<file path="src/rtl/pc_fetch_sequencer.sv">
`default_nettype none
// +--------------------------------------------------------------------------+
// | pc_fetch_sequencer: PC register and instruction fetch sequencing for IF  |
// | Rev 1.0                                                                  |
// +--------------------------------------------------------------------------+
module pc_fetch_sequencer #(
  parameter int                  PC_WIDTH = 16,
  parameter logic [PC_WIDTH-1:0] RESET_PC = '0,
  parameter int                  PC_INC   = 2
) (
  input  logic                clk,
  input  logic                rst,
  input  logic                stall,
  input  logic                redirect_valid,
  input  logic [PC_WIDTH-1:0] redirect_pc,
  input  logic                halt,
  input  logic                imem_ready,
  input  logic [15:0]         imem_rdata,
  output logic                imem_req,
  output logic [PC_WIDTH-1:0] imem_addr,
  output logic                fetch_valid,
  output logic [15:0]         instr,
  output logic [PC_WIDTH-1:0] pc,
  output logic [PC_WIDTH-1:0] pc_plus,
  output logic                flush,
  output logic                halted,
  output logic [15:0]         fetch_count
);

  localparam logic [PC_WIDTH-1:0] PC_STEP = PC_WIDTH'(PC_INC);

  typedef enum logic [1:0] {
    BOOT = 2'd0,
    REQ  = 2'd1,
    HOLD = 2'd2,
    HALT = 2'd3
  } state_t;

  state_t              state, state_nxt;
  logic [PC_WIDTH-1:0] pc_nxt;
  logic [15:0]         instr_q, instr_q_nxt;
  logic                flush_nxt;

  assign imem_addr = pc;
  assign pc_plus   = pc + PC_STEP;
  assign halted    = (state == HALT);

  always_comb begin
    state_nxt   = state;
    pc_nxt      = pc;
    instr_q_nxt = instr_q;
    flush_nxt   = 1'b0;
    imem_req    = 1'b0;
    fetch_valid = 1'b0;
    instr       = instr_q;

    case (state)
      BOOT: state_nxt = REQ;
      REQ: begin
        imem_req = 1'b1;
        instr    = imem_rdata;
        if (imem_ready) begin
          if (stall) begin
            instr_q_nxt = imem_rdata;
            state_nxt   = HOLD;
          end else begin
            fetch_valid = 1'b1;
            pc_nxt      = pc_plus;
          end
        end
      end
      HOLD: begin
        if (!stall) begin
          fetch_valid = 1'b1;
          pc_nxt      = pc_plus;
          state_nxt   = REQ;
        end
      end
      default: ;
    endcase

    // Redirect beats halt (a halt alongside a redirect is on the wrong path); HALT ignores both.
    if (state != HALT) begin
      if (redirect_valid) begin
        fetch_valid = 1'b0;
        pc_nxt      = redirect_pc;
        instr_q_nxt = '0;
        flush_nxt   = 1'b1;
        state_nxt   = REQ;
      end else if (halt) begin
        fetch_valid = 1'b0;
        pc_nxt      = pc;
        instr_q_nxt = instr_q;
        state_nxt   = HALT;
      end
    end
  end

  always_ff @(posedge clk or negedge rst) begin
    if (!rst) begin
      state       <= BOOT;
      pc          <= RESET_PC;
      instr_q     <= '0;
      flush       <= 1'b0;
      fetch_count <= '0;
    end else begin
      state   <= state_nxt;
      pc      <= pc_nxt;
      instr_q <= instr_q_nxt;
      flush   <= flush_nxt;
      if (fetch_valid && (fetch_count != 16'hFFFF)) begin
        fetch_count <= fetch_count + 16'd1;
      end
    end
  end

endmodule
`default_nettype wire

</file>
<file path="config.mk">
export PLATFORM = sky130hd
export DESIGN_NAME = pc_fetch_sequencer
export DESIGN_NICKNAME = d
export VERILOG_FILES = /design/src/rtl/pc_fetch_sequencer.sv
export SDC_FILE = /design/constraint.sdc
export NUM_CORES = 1
export LEC_CHECK = 0
export CELL_PAD_IN_SITES_DETAIL_PLACEMENT = 2
export CELL_PAD_IN_SITES_GLOBAL_PLACEMENT = 2
export CORE_ASPECT_RATIO = 0.75
export CORE_UTILIZATION = 23
export CTS_CLUSTER_DIAMETER = 150
export DETAILED_ROUTE_END_ITERATION = 8
export HOLD_SLACK_MARGIN = 0.15
export PLACE_DENSITY_LB_ADDON = 0.1
export RECOVER_POWER = 25
export SLEW_MARGIN = 15
export SYNTH_ARGS = -nofsm -noshare
export SYNTH_HDL_FRONTEND = slang
export SYNTH_SLANG_ARGS = --single-unit
</file>
<file path="constraint.sdc">
create_clock -name clk -period 1.99 [get_ports clk]
set_input_delay 0.398 -clock clk [delete_from_list [all_inputs] [get_ports clk]]
set_output_delay 0.398 -clock clk [all_outputs]
set_load 0.01 [all_outputs]
</file>
# [Yosys cells after proc, flatten, opt, wreduce, memory -nomap -nowiden]
# Cells that the tools add are included.
[totals] ff_bits=51 latch_bits=0 mem_bits_rw=0 mem_bits_ro=0 in_bits=38 output_inout_bits=84 word_cells=44 memories=0
[op_classes] addsub=2 multipliers=0 n_div=0 magnitude_cmp=0 n_eq_ne=6 shifts=0 muxes=29 n_bitwise=0 reduce_logical=2
[ops] cell="$mux 16" count=12
[ops] cell="$pmux 16 s2" count=1
[ops] cell="$add 16x1->16 const B" count=1
[ops] cell="$add 16x2->16 const B" count=1
[ops] cell="$ne 16x16->1 const B" count=1
[ops] cell="$mux 2" count=6
[ops] cell="$mux 1" count=8
[ops] cell="$pmux 2 s3" count=1
[ops] cell="$eq 2x2->1 const B" count=2
[ops] cell="$ne 3x3->1 const B" count=1
[ops] cell="$eq 2x1->1 const B" count=1
[ops] cell="$logic_not 2->1" count=1
[ops] cell="$ne 2x2->1 const B" count=1
[ops] cell="$pmux 1 s2" count=1
[ops] cell="$logic_and 1x1->1" count=1

# [Depth between registers and ports, before layout]
[logic_depth] depth_word=7 depth_mapped=8 ltp_nobuf=7

# [Least setup slack after synthesis]
# OpenSTA, ideal clock, no wires.
[synth_timing] kind="reg2out" start="register state[1]" end="output instr[10]" arrival_time_ns=1.700 required_ns=1.592 setup_slack_ns=-0.108 stages_incl_launch_ff=6 n_path_buf=2 cell_sequence="dfrtp_1 inv_1 ha_1 buf_1 buf_2 mux2_2"
[synth_between] elab_chain_len=2
[synth_lines] item="start, declared" line_no="39" rtl="state_t state, state_nxt;"
[synth_lines] item="start signal, assigned" line_no="107" rtl="state <= state_nxt;"
[synth_lines] item="$eq 2x1->1" line_no="57" rtl="case (state)"
[synth_lines] item="$mux 16" line_no="57"
[synth_lines] item="end, declared" line_no="22" rtl="output logic [15:0] instr,"
# No other way between the ends.

# [Worst setup path after layout]
[layout_timing] start="register pc[6] (netlist: imem_addr[6])" end="output pc_plus[12]"
[layout_between] elab_chain_len=1
[layout_lines] item="start, declared" line_no="23" rtl="output logic [PC_WIDTH-1:0] pc,"
[layout_lines] item="start signal, assigned" line_no="108" rtl="pc <= pc_nxt;"
[layout_lines] item="$add 16x2->16" line_no="45" rtl="assign pc_plus = pc + PC_STEP;"
[layout_lines] item="end, declared" line_no="24" rtl="output logic [PC_WIDTH-1:0] pc_plus,"
# No other way between the ends.

==> summary.txt <==
CTS tree = built
Initial DRC Count = 54
ys flop type = dfrtp_1
DR WL/cell = 18.7 µm
Max-slew headroom = 0.278
largest net degree at the start of global routing = 34
PortBufs = 121
clk sinks = 51
TritonCTS Buffers = 5
hold crit path type = reg2reg
post-synthesis sequential area ratio = 0.414
Fin. Hold Viols = 0
first-pass GRT wire length = 18.9 mm
WS Path Type = reg2out
clock slew at reported path FFs = 0.08 ns
final worst-path cycle share = 1.07
Seq cells post-synth = 51
largest area contributor in the netlist = dfrtp_1
Clock Path Buffers = 2
post-synthesis mux area share = 0.0686
vias in the first global route = 3329
achievable frequency = 469 MHz
CTS HTree Levels = 2
Initial Util = 0.237
setup ws final = -0.144 ns
placed cell count = 643
Layout Cells excl Fill = 681
Placer Congestion = 0.733
die width = 136 µm
RR Startpoint = imem_addr[5]
xor-xnor portion of the synthesized cell area = 0.0767
Pwr Density = 1370 nW/µm²
share of post-route cells with drive strength above 1 = 0.388
CP required = 1.59 ns
Syn Nets = 355
largest family of logic cells by synthesized area = simple AND/OR/NAND/NOR gates
Hold Startpoint = instr_q[13]
Final Critical Period = 2.13 ns
DRC viols = 0
DIE HEIGHT = 102 µm
CP peak stage delay = 0.44 ns
# fillers = 1375
Setup Skew = 0.0108 ns
TritonRoute pass-1 iters = 4
Rows = 36
post-route setup TNS = -0.798 ns
Critical Path Sink Type = output port
Worst Setup Start Kind = flop
die area = 13900 µm²
Post-Synth Simple-Gate Area = 0.181
NumNets Final = 553
worst path bufs/invs = 2
Synth top area share = 0.414
syn_area_per_cell = 9.91 µm²
hpwl dp = 8.87 mm
diode count = 0
fin util = 0.430
DR vias = 3219
max_cap viols = 0
slowest CP cell = dfrtp_1
I/O pin total = 122
GRT Total Usage = 0.176
Synth Area in Compound Gates = 0.167
Remaining Overflow, GRT = 0
Cell variety after synth = 57
initial antenna violation count = 0
peak supply drop = 0.000479 V
crit path cell chain = nand4_4 > buf_4 > nor4_4 > xor2_1 > buf_2
final number of setup-violating endpoints = 8
Synth area leaders = dfrtp_1, mux2_2, a22o_1
Worst setup startpoint = imem_addr[6]
cell family with most CP delay = simple AND/OR/NAND/NOR gates
Clk Latency, worst-skew pair = 0.29 ns
worst slew pin tran = 1.08 ns
crit path DAT = 1.74 ns
yosys warns = 0
mapped cell area = 3080 µm²
WHS = 0.510 ns
P&R area growth vs syn = 81.5%
vias per std cell = 4.73
Adder-Cell Fraction of Synth Area = 0.0244
run status = complete, but fails checks
RSZ-0062 raised after global routing = yes
Routed Antenna Nets = 0
core area = 13000 µm²
post-synthesis instance total = 311
failing checks = negative setup slack
CTS Root Cell = clkbuf_16
Leak Pwr = 2.55 nW
DRT Wirelength = 12.7 mm
worst-path fanout max = 4
fraction of registers with async set/reset = 1.00
max-slew violations = 0
EDFF count, synth = 0
where the power goes:
| group | internal [mW] | switching, mW |
|---|---|---|
| Combinational | 2.71 | 2.28 |
| Clock | 0.634 | 0.408 |
| Sequential | 1.30 | 0.301 |
layer usage:
layer,global-route usage,wire [µm],part of all wire,vias up
met2,0.287,6250,0.49,86
li1,-,-,-,1499
met1,0.248,5820,0.46,1628
met3,0.0322,609,0.048,6
met5,0,0,0,-
met4,0.0164,54,0.0042,0
Yosys cell counts (3+ instances only):
master   count
buf_2        6
nand3_1      9
ha_1         6
o22ai_1      4
dfrtp_1     51
o21ai_0     13
a31oi_1      3
and3_1       3
nand2_1     29
nor3_1       6
buf_4       18
nor2_1      24
xor2_1      11
nand4_1      8
a22o_1      17
xnor2_1     16
a21oi_1     12
mux2_2      16
inv_1       10
cell families after synthesis:
group | after synthesis
buf+inv | 36
fa+ha+maj | 6
compound gates | 71
mux | 19
flops | 51
simple gates | 101
xor+xnor | 27
worst paths after layout:
| check | endpoint | slack (ns) | depth (start not counted) |
|---|---|---|---|
| max in group asynchronous | state[0] | 0.26 | 3 |
| min reg2reg | instr_q[13] | 0.51 | 1 |
| max | pc_plus[12] | -0.14 | 5 |
| min | instr_q[13] | 0.51 | 1 |
| min in group asynchronous | imem_addr[0] | 0.82 | 2 |
| max reg2reg | imem_addr[6] | 0.01 | 10 |
sequential cells by signal, indices dropped and copies added, names as in the netlist:
| name | flops |
|---|---|
| imem_addr | 16 |
| flush | 1 |
| state | 2 |
| instr_q | 16 |
| fetch_count | 16 |
metrics by stage:
stage | setup WS [ns] | instance area, µm² | power (mW)
finish | -0.144 | 5590 | 7.64
global route | -0.240 | 5590 | 8.12
CTS | -0.214 | 5150 | 6.97
detailed placement | -0.253 | 4860 | 5.91
global placement | -0.249 | 4860 | 5.80
floorplan | 0.0315 | 3080 | 3.54
placed cells by master, fill, tap and decap left out, drive strengths merged, types with 4 or more instances in the layout:
cell type	n
nor2	25
o21ai	15
a31oi	4
clkbuf	9
xor2	11
dfrtp	51
nand2	31
ha	6
clkdlybuf4s50	87
a22o	17
nor3	8
nand3	11
inv	11
nand4	9
xnor2	16
a21oi	12
o22ai	4
buf	122
mux2	17
cell type report:
class | instances | area (µm²) | share of cell area
Clock buffer | 6 | 139 | 0.0248
Clock inverter | 2 | 38.8 | 0.00694
Inverter | 10 | 40.0 | 0.00716
Multi-Input combinational cell | 224 | 1890 | 0.338
Sequential cell | 51 | 1280 | 0.228
Tap cell | 171 | 214 | 0.0383
Timing Repair Buffer | 217 | 1990 | 0.357
what timing repair did:
| item | in CTS | in global routing |
|---|---|---|
| buffers inserted | 13 | 18 |
| pin swaps | 18 | 27 |
| setup endpoints to repair | 58 | 63 |
| hold buffers | 1 | 0 |
| cloned | 0 | 1 |
| hold endpoints to repair | 18 | 0 |
| gates resized for setup | 143 | 79 |
No activity file was read; power rests on OpenSTA's default activity.
